--- src/rtl/btn_debounce_pulse_if.sv ---
// Pushbutton front-end signal bundle: raw button and repeat enable in,
// debounced level, enable pulse, repeat flag and FSM state out.
interface btn_debounce_pulse_if;
  logic       btn_in;         // raw pushbutton, asynchronous, active-high
  logic       rpt_en;         // auto-repeat enable, synchronous to clk
  logic       ena_pulse;      // one-cycle enable pulse per press/repeat
  logic       btn_level;      // debounced button level
  logic       repeat_active;  // high while auto-repeating
  logic [2:0] dbg_state;      // current FSM state, for observation only

  // master: whoever owns the button and consumes the pulses
  modport master (
    output btn_in,
    output rpt_en,
    input  ena_pulse,
    input  btn_level,
    input  repeat_active,
    input  dbg_state
  );

  // slave: the debouncer itself
  modport slave (
    input  btn_in,
    input  rpt_en,
    output ena_pulse,
    output btn_level,
    output repeat_active,
    output dbg_state
  );
endinterface

--- src/rtl/btn_debounce_pulse.sv ---
// Pushbutton debouncer with single-cycle enable pulses and optional
// auto-repeat. The raw button passes a two-flop synchronizer; a five-state
// FSM with one shared timer debounces press and release and times repeats.
// There is no handshake here: btn_in/rpt_en are sampled every cycle and
// ena_pulse is a plain one-cycle strobe with no back-pressure.
module btn_debounce_pulse #(
  parameter int STABLE_CYCLES = 50000,
  parameter int REPEAT_DELAY  = 25000000,
  parameter int REPEAT_PERIOD = 5000000,
  parameter int TIMER_W       = 25
) (
  input  logic                 clk,
  input  logic                 rst,
  btn_debounce_pulse_if.slave  bus
);

  typedef enum logic [2:0] {
    IDLE        = 3'd0,
    DEB_PRESS   = 3'd1,
    HELD        = 3'd2,
    REPEAT      = 3'd3,
    DEB_RELEASE = 3'd4
  } state_t;

  // Terminal timer values; a state acts when the timer reaches these.
  localparam logic [TIMER_W-1:0] STABLE_LAST = TIMER_W'(STABLE_CYCLES - 1);
  localparam logic [TIMER_W-1:0] DELAY_LAST  = TIMER_W'(REPEAT_DELAY - 1);
  localparam logic [TIMER_W-1:0] PERIOD_LAST = TIMER_W'(REPEAT_PERIOD - 1);
  localparam logic [TIMER_W-1:0] TIMER_ONE   = TIMER_W'(1);
  localparam logic [TIMER_W-1:0] TIMER_ZERO  = '0;

  logic               sync1_q;
  logic               sync_q;
  state_t             state_q, state_d;
  logic [TIMER_W-1:0] timer_q, timer_d;
  logic               ena_q, ena_d;
  logic               level_q, level_d;
  logic               rpt_act_q, rpt_act_d;

  // Two-flop synchronizer for the asynchronous button; only sync_q is used.
  always_ff @(posedge clk) begin
    if (rst) begin
      sync1_q <= 1'b0;
      sync_q  <= 1'b0;
    end else begin
      sync1_q <= bus.btn_in;
      sync_q  <= sync1_q;
    end
  end

  // Next-state, timer and output decode; every transition sets the timer.
  always_comb begin
    state_d = state_q;
    timer_d = timer_q;
    ena_d   = 1'b0;

    case (state_q)
      IDLE: begin
        if (sync_q) begin
          state_d = DEB_PRESS;
          timer_d = TIMER_ONE;
        end else begin
          timer_d = TIMER_ZERO;
        end
      end

      DEB_PRESS: begin
        if (!sync_q) begin
          state_d = IDLE;
          timer_d = TIMER_ZERO;
        end else if (timer_q == STABLE_LAST) begin
          state_d = HELD;
          timer_d = TIMER_ZERO;
          ena_d   = 1'b1;
        end else begin
          timer_d = timer_q + TIMER_ONE;
        end
      end

      HELD: begin
        if (!sync_q) begin
          state_d = DEB_RELEASE;
          timer_d = TIMER_ONE;
        end else if (bus.rpt_en && (timer_q == DELAY_LAST)) begin
          state_d = REPEAT;
          timer_d = TIMER_ZERO;
          ena_d   = 1'b1;
        end else if (timer_q != DELAY_LAST) begin
          // Saturate at the delay terminal so a late rpt_en fires at once.
          timer_d = timer_q + TIMER_ONE;
        end
      end

      REPEAT: begin
        if (!sync_q) begin
          state_d = DEB_RELEASE;
          timer_d = TIMER_ONE;
        end else if (!bus.rpt_en) begin
          // Dropping rpt_en restarts the full repeat delay, with no pulse.
          state_d = HELD;
          timer_d = TIMER_ZERO;
        end else if (timer_q == PERIOD_LAST) begin
          timer_d = TIMER_ZERO;
          ena_d   = 1'b1;
        end else begin
          timer_d = timer_q + TIMER_ONE;
        end
      end

      DEB_RELEASE: begin
        if (sync_q) begin
          // Release glitch: back to held, level never dropped, no pulse.
          state_d = HELD;
          timer_d = TIMER_ZERO;
        end else if (timer_q == STABLE_LAST) begin
          state_d = IDLE;
          timer_d = TIMER_ZERO;
        end else begin
          timer_d = timer_q + TIMER_ONE;
        end
      end

      default: begin
        state_d = IDLE;
        timer_d = TIMER_ZERO;
      end
    endcase

    // Outputs are registered versions of what the next state implies.
    level_d   = (state_d == HELD) || (state_d == REPEAT) ||
                (state_d == DEB_RELEASE);
    rpt_act_d = (state_d == REPEAT);
  end

  // State, timer and registered outputs; reset overrides every transition.
  always_ff @(posedge clk) begin
    if (rst) begin
      state_q   <= IDLE;
      timer_q   <= TIMER_ZERO;
      ena_q     <= 1'b0;
      level_q   <= 1'b0;
      rpt_act_q <= 1'b0;
    end else begin
      state_q   <= state_d;
      timer_q   <= timer_d;
      ena_q     <= ena_d;
      level_q   <= level_d;
      rpt_act_q <= rpt_act_d;
    end
  end

  assign bus.ena_pulse     = ena_q;
  assign bus.btn_level     = level_q;
  assign bus.repeat_active = rpt_act_q;
  assign bus.dbg_state     = state_q;

endmodule

--- src/flat_wrapper.sv ---
// flat-port wrapper written by rule: the top's interface ports become plain ports
module btn_debounce_pulse_flat 
#(
  parameter int STABLE_CYCLES = 50000,
  parameter int REPEAT_DELAY  = 25000000,
  parameter int REPEAT_PERIOD = 5000000,
  parameter int TIMER_W       = 25
)
  (clk, rst, bus_btn_in, bus_rpt_en, bus_ena_pulse, bus_btn_level, bus_repeat_active, bus_dbg_state);
  btn_debounce_pulse_if bus_i ();
  input  logic clk;
  input  logic rst;
  input wire logic [$bits(bus_i.btn_in)-1:0] bus_btn_in;
  input wire logic [$bits(bus_i.rpt_en)-1:0] bus_rpt_en;
  output wire logic [$bits(bus_i.ena_pulse)-1:0] bus_ena_pulse;
  output wire logic [$bits(bus_i.btn_level)-1:0] bus_btn_level;
  output wire logic [$bits(bus_i.repeat_active)-1:0] bus_repeat_active;
  output wire logic [$bits(bus_i.dbg_state)-1:0] bus_dbg_state;
  assign bus_i.btn_in = bus_btn_in;
  assign bus_i.rpt_en = bus_rpt_en;
  assign bus_ena_pulse = bus_i.ena_pulse;
  assign bus_btn_level = bus_i.btn_level;
  assign bus_repeat_active = bus_i.repeat_active;
  assign bus_dbg_state = bus_i.dbg_state;
  btn_debounce_pulse #(.STABLE_CYCLES(STABLE_CYCLES), .REPEAT_DELAY(REPEAT_DELAY), .REPEAT_PERIOD(REPEAT_PERIOD), .TIMER_W(TIMER_W)) u_core (.clk(clk), .rst(rst), .bus(bus_i));
endmodule
--- config.mk ---
export PLATFORM = sky130hd
export DESIGN_NAME = btn_debounce_pulse_flat
export DESIGN_NICKNAME = d
export VERILOG_FILES = /design/src/rtl/btn_debounce_pulse_if.sv /design/src/rtl/btn_debounce_pulse.sv /design/src/flat_wrapper.sv
export SDC_FILE = /design/constraint.sdc
export NUM_CORES = 1
export LEC_CHECK = 0
export ABC_AREA = 1
export CAP_MARGIN = 20
export CORE_UTILIZATION = 45
export DETAILED_ROUTE_END_ITERATION = 8
export PLACE_DENSITY = 0.74
export SYNTH_ARGS = -nofsm -noshare
export SYNTH_HDL_FRONTEND = slang
export SYNTH_SLANG_ARGS = --single-unit
--- constraint.sdc ---
create_clock -name clk -period 4.05 [get_ports clk]
set_input_delay 1.0125 -clock clk [delete_from_list [all_inputs] [get_ports clk]]
set_output_delay 1.0125 -clock clk [all_outputs]
set_load 0.02 [all_outputs]
==> impl_metrics.toml, run 1 <==
[place]
hpwl_um = 3410
detailed_place.area_mm2 = 0.00211
io_buffer_count = 9
pre_cts_ws_ps = 1250
gp_congestion = 0.911

[drt]
routed_wirelength_um = 4460
detail-route-antenna-nets = 0
via_count = 1873
drt_drc_violations_left = 0
routedWlPerCell_um = 12.2
vias_per_cell = 5.12
drt_first_iter_violations = 191
drt_pre_antenna_iters = 4

[synth]
top_cell_type_by_total_area_after_synthesis = "sky130_fd_sc_hd__dfxtp_1"
synth_fp_nets = 309
synthesis.instances = 304
synthArstFlopShare_pct = 0
synth.yosys.warnings = 0
syn_area_per_cell_um2 = 6.59
synthFlopType = "sky130_fd_sc_hd__dfxtp_1"
yosysMostFrequentCell = "sky130_fd_sc_hd__nand2_1"
synth_area_mm2 = 0.00200
ys_seq_area_share_pct = 33.0
synth.top_cells.by_area = "sky130_fd_sc_hd__dfxtp_1, sky130_fd_sc_hd__nand2_1, sky130_fd_sc_hd__nor2_1"
yosys_register_bits = 33
synth_top_area_share_pct = 33.0
synth-edff-count = 0
ys_types = 29
synth_top_cells_by_count = "sky130_fd_sc_hd__nand2_1, sky130_fd_sc_hd__nor2_1, sky130_fd_sc_hd__inv_1"

[die]
floorplan.die_area_mm2 = 0.00472
chipWidth_um = 68.7
floorplan.io_pins = 10
die_height_um = 68.7
std_cell_rows = 23
effective_utilization_at_floorplan_pct = 48.3
design.core.area_mm2 = 0.00414

[sta]
max_freq_mhz = 401
slew-limit-headroom_pct = 51.9
final_critical_delay_including_setup_and_external_delays_ps = 2490
finalSetupViolations = 0
finalCritPeriodShare_pct = 61.6
rsz_0062_raised_after_global_routing = "false"
final-max-slew-violation-count = 0
final_critical_path_setup_slack_ps = 1560
worst-slew-pin-transition_ps = 715
worst_clock_skew_ps = 7.24
report.final.hold_viol_count = 0
setup_total_negative_slack_ps = 0

[layout]
drive_gt1_share_pct = 13.0
final_cell_area_mm2 = 0.00220
flow.area_growth_from_synthesis_pct = 9.81
layout.core_utilization_pct = 53.1
fin_nets = 321
n_antenna_cell = 0

[clocking]
cts_tree = "yes"
clockBufferDepth = 2
clockRootBuffer = "sky130_fd_sc_hd__clkbuf_8"
cts_post_setup_buffers_inserted = 0
cts.reportedPaths.clkPinSlew_ps = 60
cts_repair_resize_count = 0
postCtsHoldBufs = 0
clkLatencyLatePin_ps = 290
cts-buffers-inserted = 5
cts_num_sinks = 33
htree_levels = 2

[power]
power.density_mw_per_mm2 = 269
post-layout-total-power_uw = 592
ir_drop_uv = 108
leakage_uw = 0.000813

[critical_path]
reg2reg_setup_slack_ps = 1860
reg2regPathDepth = 12
endpoint_kind = "flip-flop"
worst_ep_arrival_time_ps = 2700
crit_path_max_fanout = 14
crit_path_start_kind = "primary input"
timing.rr.start = "u_core.timer_q[0]"
required_worst_endpoint_ps = 4260
critical_path.reg2reg.endpoint = "u_core.timer_q[7]"
worst_setup_path_startpoint = "bus_rpt_en"
timing_worst_setup_path_type = "in2reg"

[run]
max_cap_viol_count = 0

[global_route]
grt_first_pass_wirelength_um = 7450
vias_in_the_first_global_route = 1694
gr-total-overflow = 0
antenna_found_initial = 0
grt_max_degree = 18
gr-usage-all-layers_pct = 21.6

[hold_path]
timing.hold.worst_endpoint = "u_core.sync_q"
worst_hold_path_type = "reg2reg"
min_from = "u_core.sync1_q"
whs_path_depth = 2

[run_status]
outcome = "completed"
cells by family (layout without fill, tap and decap cells):
logic type | count (synthesis) | count (layout) | share of synthesized area (%)
compound gates | 21 | 21 | 5.87
xor+xnor | 13 | 13 | 5.68
fa+ha+maj | 1 | 1 | 0.625
buf+inv | 52 | 64 | 11.1
flops | 33 | 33 | 33.0
simple gates | 184 | 184 | 43.7
cell usage in the layout (no fill, tap or decap):
| cell | n |
|---|---|
| sky130_fd_sc_hd__clkbuf_1 | 1 |
| sky130_fd_sc_hd__ha_1 | 1 |
| sky130_fd_sc_hd__dfxtp_1 | 33 |
| sky130_fd_sc_hd__a21oi_1 | 12 |
| sky130_fd_sc_hd__nand2_2 | 6 |
| sky130_fd_sc_hd__inv_2 | 5 |
| sky130_fd_sc_hd__o22ai_1 | 3 |
| sky130_fd_sc_hd__nor3_2 | 1 |
| sky130_fd_sc_hd__o21ai_0 | 2 |
| sky130_fd_sc_hd__nor4_1 | 5 |
| sky130_fd_sc_hd__nor2_4 | 2 |
| sky130_fd_sc_hd__nor2_2 | 17 |
| sky130_fd_sc_hd__a31oi_1 | 2 |
| sky130_fd_sc_hd__clkdlybuf4s50_1 | 9 |
| sky130_fd_sc_hd__o21ai_2 | 1 |
| sky130_fd_sc_hd__nor2_1 | 48 |
| sky130_fd_sc_hd__nand4_1 | 11 |
| sky130_fd_sc_hd__clkbuf_8 | 6 |
| sky130_fd_sc_hd__inv_1 | 43 |
| sky130_fd_sc_hd__nand3_1 | 9 |
| sky130_fd_sc_hd__xnor2_1 | 2 |
| sky130_fd_sc_hd__nand2_1 | 63 |
| sky130_fd_sc_hd__nand3_2 | 2 |
| sky130_fd_sc_hd__o211ai_1 | 1 |
| sky130_fd_sc_hd__xor2_1 | 11 |
| sky130_fd_sc_hd__nor3_1 | 17 |
| sky130_fd_sc_hd__or2_1 | 2 |
| sky130_fd_sc_hd__nand2_8 | 1 |
stage by stage:
stage	std cells	hold WS, ps
global route	366	432
global placement	359	390
finish	366	407
detailed placement	359	397
floorplan	304	388
CTS	366	408
per-layer routing:
| layer | track usage, % | vias up | wire (um) | share of wire (%) |
|---|---|---|---|---|
| met4 | 6.38 | 0 | 66 | 1.5 |
| met2 | 34.4 | 51 | 2070 | 46 |
| met3 | 6.09 | 8 | 268 | 6.0 |
| li1 | - | 983 | - | - |
| met5 | 0 | - | 0 | 0 |
| met1 | 28.2 | 831 | 2060 | 46 |
worst max-delay path by stage:
stage,slack (ps),endpoint
final,1560,u_core.timer_q[14]
after global routing,1350,u_core.timer_q[23]
after CTS,1560,u_core.timer_q[23]
after detailed placement,1250,u_core.timer_q[23]
after global placement,1330,u_core.timer_q[23]
after floorplan,2100,u_core.timer_q[10]
sequential cells by signal, indices dropped and copies added, names as in the netlist:
name                      flops
u_core.sync_q                 1
u_core.bus.ena_pulse          1
u_core.sync1_q                1
u_core.timer_q               25
u_core.bus.repeat_active      1
u_core.bus.dbg_state          3
u_core.bus.btn_level          1
final cells by class:
cell class	count	area (um2)
Clock buffer	7	86.3
Fill cell	421	1940
Inverter	48	180
Multi-Input combinational cell	219	1120
Sequential cell	33	661
Tap cell	50	62.6
Timing Repair Buffer	9	90.1
critical path: stages:
cell                              delay [ps]
sky130_fd_sc_hd__clkdlybuf4s50_1         500
sky130_fd_sc_hd__inv_1                    90
sky130_fd_sc_hd__nor2_1                  190
sky130_fd_sc_hd__nand2_1                 110
sky130_fd_sc_hd__nor2_1                   80
sky130_fd_sc_hd__or2_1                   380
sky130_fd_sc_hd__nand2_8                 180
sky130_fd_sc_hd__nor3_1                  150
power breakdown:
group | switching, uW | internal, uW | total (uW)
combinational | 9.09 | 5.32 | 14.4
clock | 116 | 135 | 251
sequential | 1.29 | 326 | 327
Note: power is estimated with default switching activity, not from simulation.
==> run 2: changes to the inputs <==
==> constraint.sdc (replaced) <==
create_clock -name clk -period 2.4 [get_ports clk]
set_input_delay 0.6 -clock clk [delete_from_list [all_inputs] [get_ports clk]]
set_output_delay 0.6 -clock clk [all_outputs]
set_load 0.02 [all_outputs]
==> run 2 against run 1 <==
Net effect:
- final area rose by 1.4%
- register-to-register slack got worse by 1500 ps
- hold slack better by 13 ps
- worst setup slack worse by 1200 ps
- first-iteration DRC count fell by 19%
- via count decreased by 0.32%
- count of clock-buffer cells in the layout unchanged
- routed wire length decreased by 3.4%
- clock power increased by 69%
- die area unchanged
- sequential power rose by 69%
- sequential cell count unchanged
- critical path type is now reg2reg
- largest cell class unchanged
==> impl_metrics.toml, run 2 (same netlist as run 1, synthesis figures left out) <==
[critical_path]
critical_path.reg2reg.endpoint = "u_core.timer_q[14]"
crit_path_start_kind = "flip-flop"
timing.rr.start = "u_core.timer_q[0]"
reg2regPathDepth = 12
endpoint_kind = "flip-flop"
cp_common_cell = "sky130_fd_sc_hd__nand2_2"
reg2reg_setup_slack_ps = 320
required_worst_endpoint_ps = 2570
critical_path.slowest_cell = "sky130_fd_sc_hd__dfxtp_1"
worst_ep_arrival_time_ps = 2250
crit_path_max_fanout = 14
critical_path.cell_chain = "ha_1 -> nand2_2 -> nor2_4 -> nand3_2 -> nor2_2 -> nand2_2 -> o21ai_2 -> nand2_1 -> or2_1 -> buf_4 -> nand2_8 -> nor3_1"
timing.critical_path.slowest_cell_delay_ps = 380
timing_worst_setup_path_type = "reg2reg"

[clocking]
cts-buffers-inserted = 5
htree_levels = 2
clockBufferDepth = 2
clockRootBuffer = "sky130_fd_sc_hd__clkbuf_8"
cts_num_sinks = 33
clkLatencyLatePin_ps = 290
cts_repair_resize_count = 0
cts_tree = "yes"
cts_post_setup_buffers_inserted = 0
postCtsHoldBufs = 0
cts.reportedPaths.clkPinSlew_ps = 70

[sta]
final-max-slew-violation-count = 0
report.final.hold_viol_count = 0
final_critical_delay_including_setup_and_external_delays_ps = 2080
worst_clock_skew_ps = 8.53
finalSetupViolations = 0
max_freq_mhz = 482
final_critical_path_setup_slack_ps = 323
hold_ws_ps = 420
slew-limit-headroom_pct = 77.1
setup_total_negative_slack_ps = 0
worst-slew-pin-transition_ps = 340
finalCritPeriodShare_pct = 86.5
rsz_0062_raised_after_global_routing = "false"

[place]
hpwl_um = 3350
gp_congestion = 0.935
pre_cts_ws_ps = 238
io_buffer_count = 9

[power]
sw_frac_of_total_pct = 21.4
power.density_mw_per_mm2 = 449
p_comb_share_pct = 2.6
seq_power_share_pct = 55.2
p_switching_uw = 214
leakage_uw = 0.000833
power_report.internal_total_uw = 788
clock_power_share_pct = 42.2
post-layout-total-power_uw = 1000
ir_drop_uv = 258

[drt]
routed_wirelength_um = 4310
vias_per_cell = 5.05
drt_pre_antenna_iters = 4
detail-route-antenna-nets = 0
drt_first_iter_violations = 155
drt_drc_violations_left = 0
routedWlPerCell_um = 11.7
via_count = 1867

[global_route]
gr-total-overflow = 0
antenna_found_initial = 0
grt_max_degree = 17
vias_in_the_first_global_route = 1671
gr-usage-all-layers_pct = 21.2
grt_first_pass_wirelength_um = 7310

[layout]
n_antenna_cell = 0
filler_cell_count = 399
fin_nets = 325
top_register = "u_core.timer_q"
flip_flop_count_of_the_largest_register_after_layout = 25
drive_gt1_share_pct = 14.1
most_used_cells_in_the_layout_excluding_fill_and_tap_cells = "sky130_fd_sc_hd__nand2_1, sky130_fd_sc_hd__nor2_1, sky130_fd_sc_hd__inv_1"
flow.area_growth_from_synthesis_pct = 11.3
layout_commonest_cell = "sky130_fd_sc_hd__nand2_1"

[die]
design.core.area_mm2 = 0.00414
floorplan.die_area_mm2 = 0.00472
std_cell_rows = 23
chipWidth_um = 68.7
floorplan.io_pins = 10
effective_utilization_at_floorplan_pct = 48.3
die_height_um = 68.7

[hold_path]
timing.hold.worst_endpoint = "u_core.sync_q"
min_from = "u_core.sync1_q"
worst_hold_path_type = "reg2reg"
whs_path_depth = 2

[run_status]
outcome = "completed"

[run]
max_cap_viol_count = 0
[run 2: critical path: cells and delay by family, from the launching register on]
kind / cells / cell delay, ps
simple gates: 9 / 1090
compound gates: 1 / 90
fa+ha+maj: 1 / 220
buf+inv: 1 / 180
flops: 1 / 380
[run 2: per-stage QoR]
step           cells  cell area (um2)  util [%]
3_3_place_gp     363             2140      51.7
3_5_place_dp     363             2140      51.7
6_report         370             2230      53.8
2_1_floorplan    304             2000         -
5_1_grt          370             2230      53.8
4_1_cts          370             2230      53.8
[run 2: power groups by stage]
stage / clock, uW / sequential [uW] / combinational [uW]
after CTS: 432 / 552 / 26.4
final: 423 / 553 / 26.5
after detailed placement: 0 / 565 / 26.2
after global placement: 0 / 565 / 26.1
after global routing: 458 / 553 / 28.9
after floorplan: 0 / 565 / 16.1
[run 2: area by class of cell]
class | instances | area, um2 | share of cell area [%]
repair buffers | 13 | 120 | 5.39
well taps | 50 | 62.6 | 2.81
inverters | 48 | 180 | 8.08
clock buffers | 7 | 86.3 | 3.87
multi-input cells | 219 | 1120 | 50.2
flip-flops and latches | 33 | 661 | 29.6
[run 2: worst max path at each step]
stage | slack, ps | depth (start not counted) | start | to
5_1_grt | 130 | 14 | u_core.timer_q[0] | u_core.timer_q[7]
3_3_place_gp | 270 | 9 | bus_rpt_en | u_core.timer_q[14]
2_1_floorplan | 530 | 13 | u_core.timer_q[0] | u_core.timer_q[10]
3_5_place_dp | 240 | 9 | bus_rpt_en | u_core.timer_q[23]
6_report | 320 | 12 | u_core.timer_q[0] | u_core.timer_q[14]
4_1_cts | 320 | 12 | u_core.timer_q[0] | u_core.timer_q[23]
[run 2: per-layer routing]
layer  share of wire, %  track usage, %  routed length [um]
met3                5.6            5.92                 243
met5                  0               0                   0
met4                1.2            7.40                  53
met1                 48            27.3                2080
met2                 45            33.6                1940
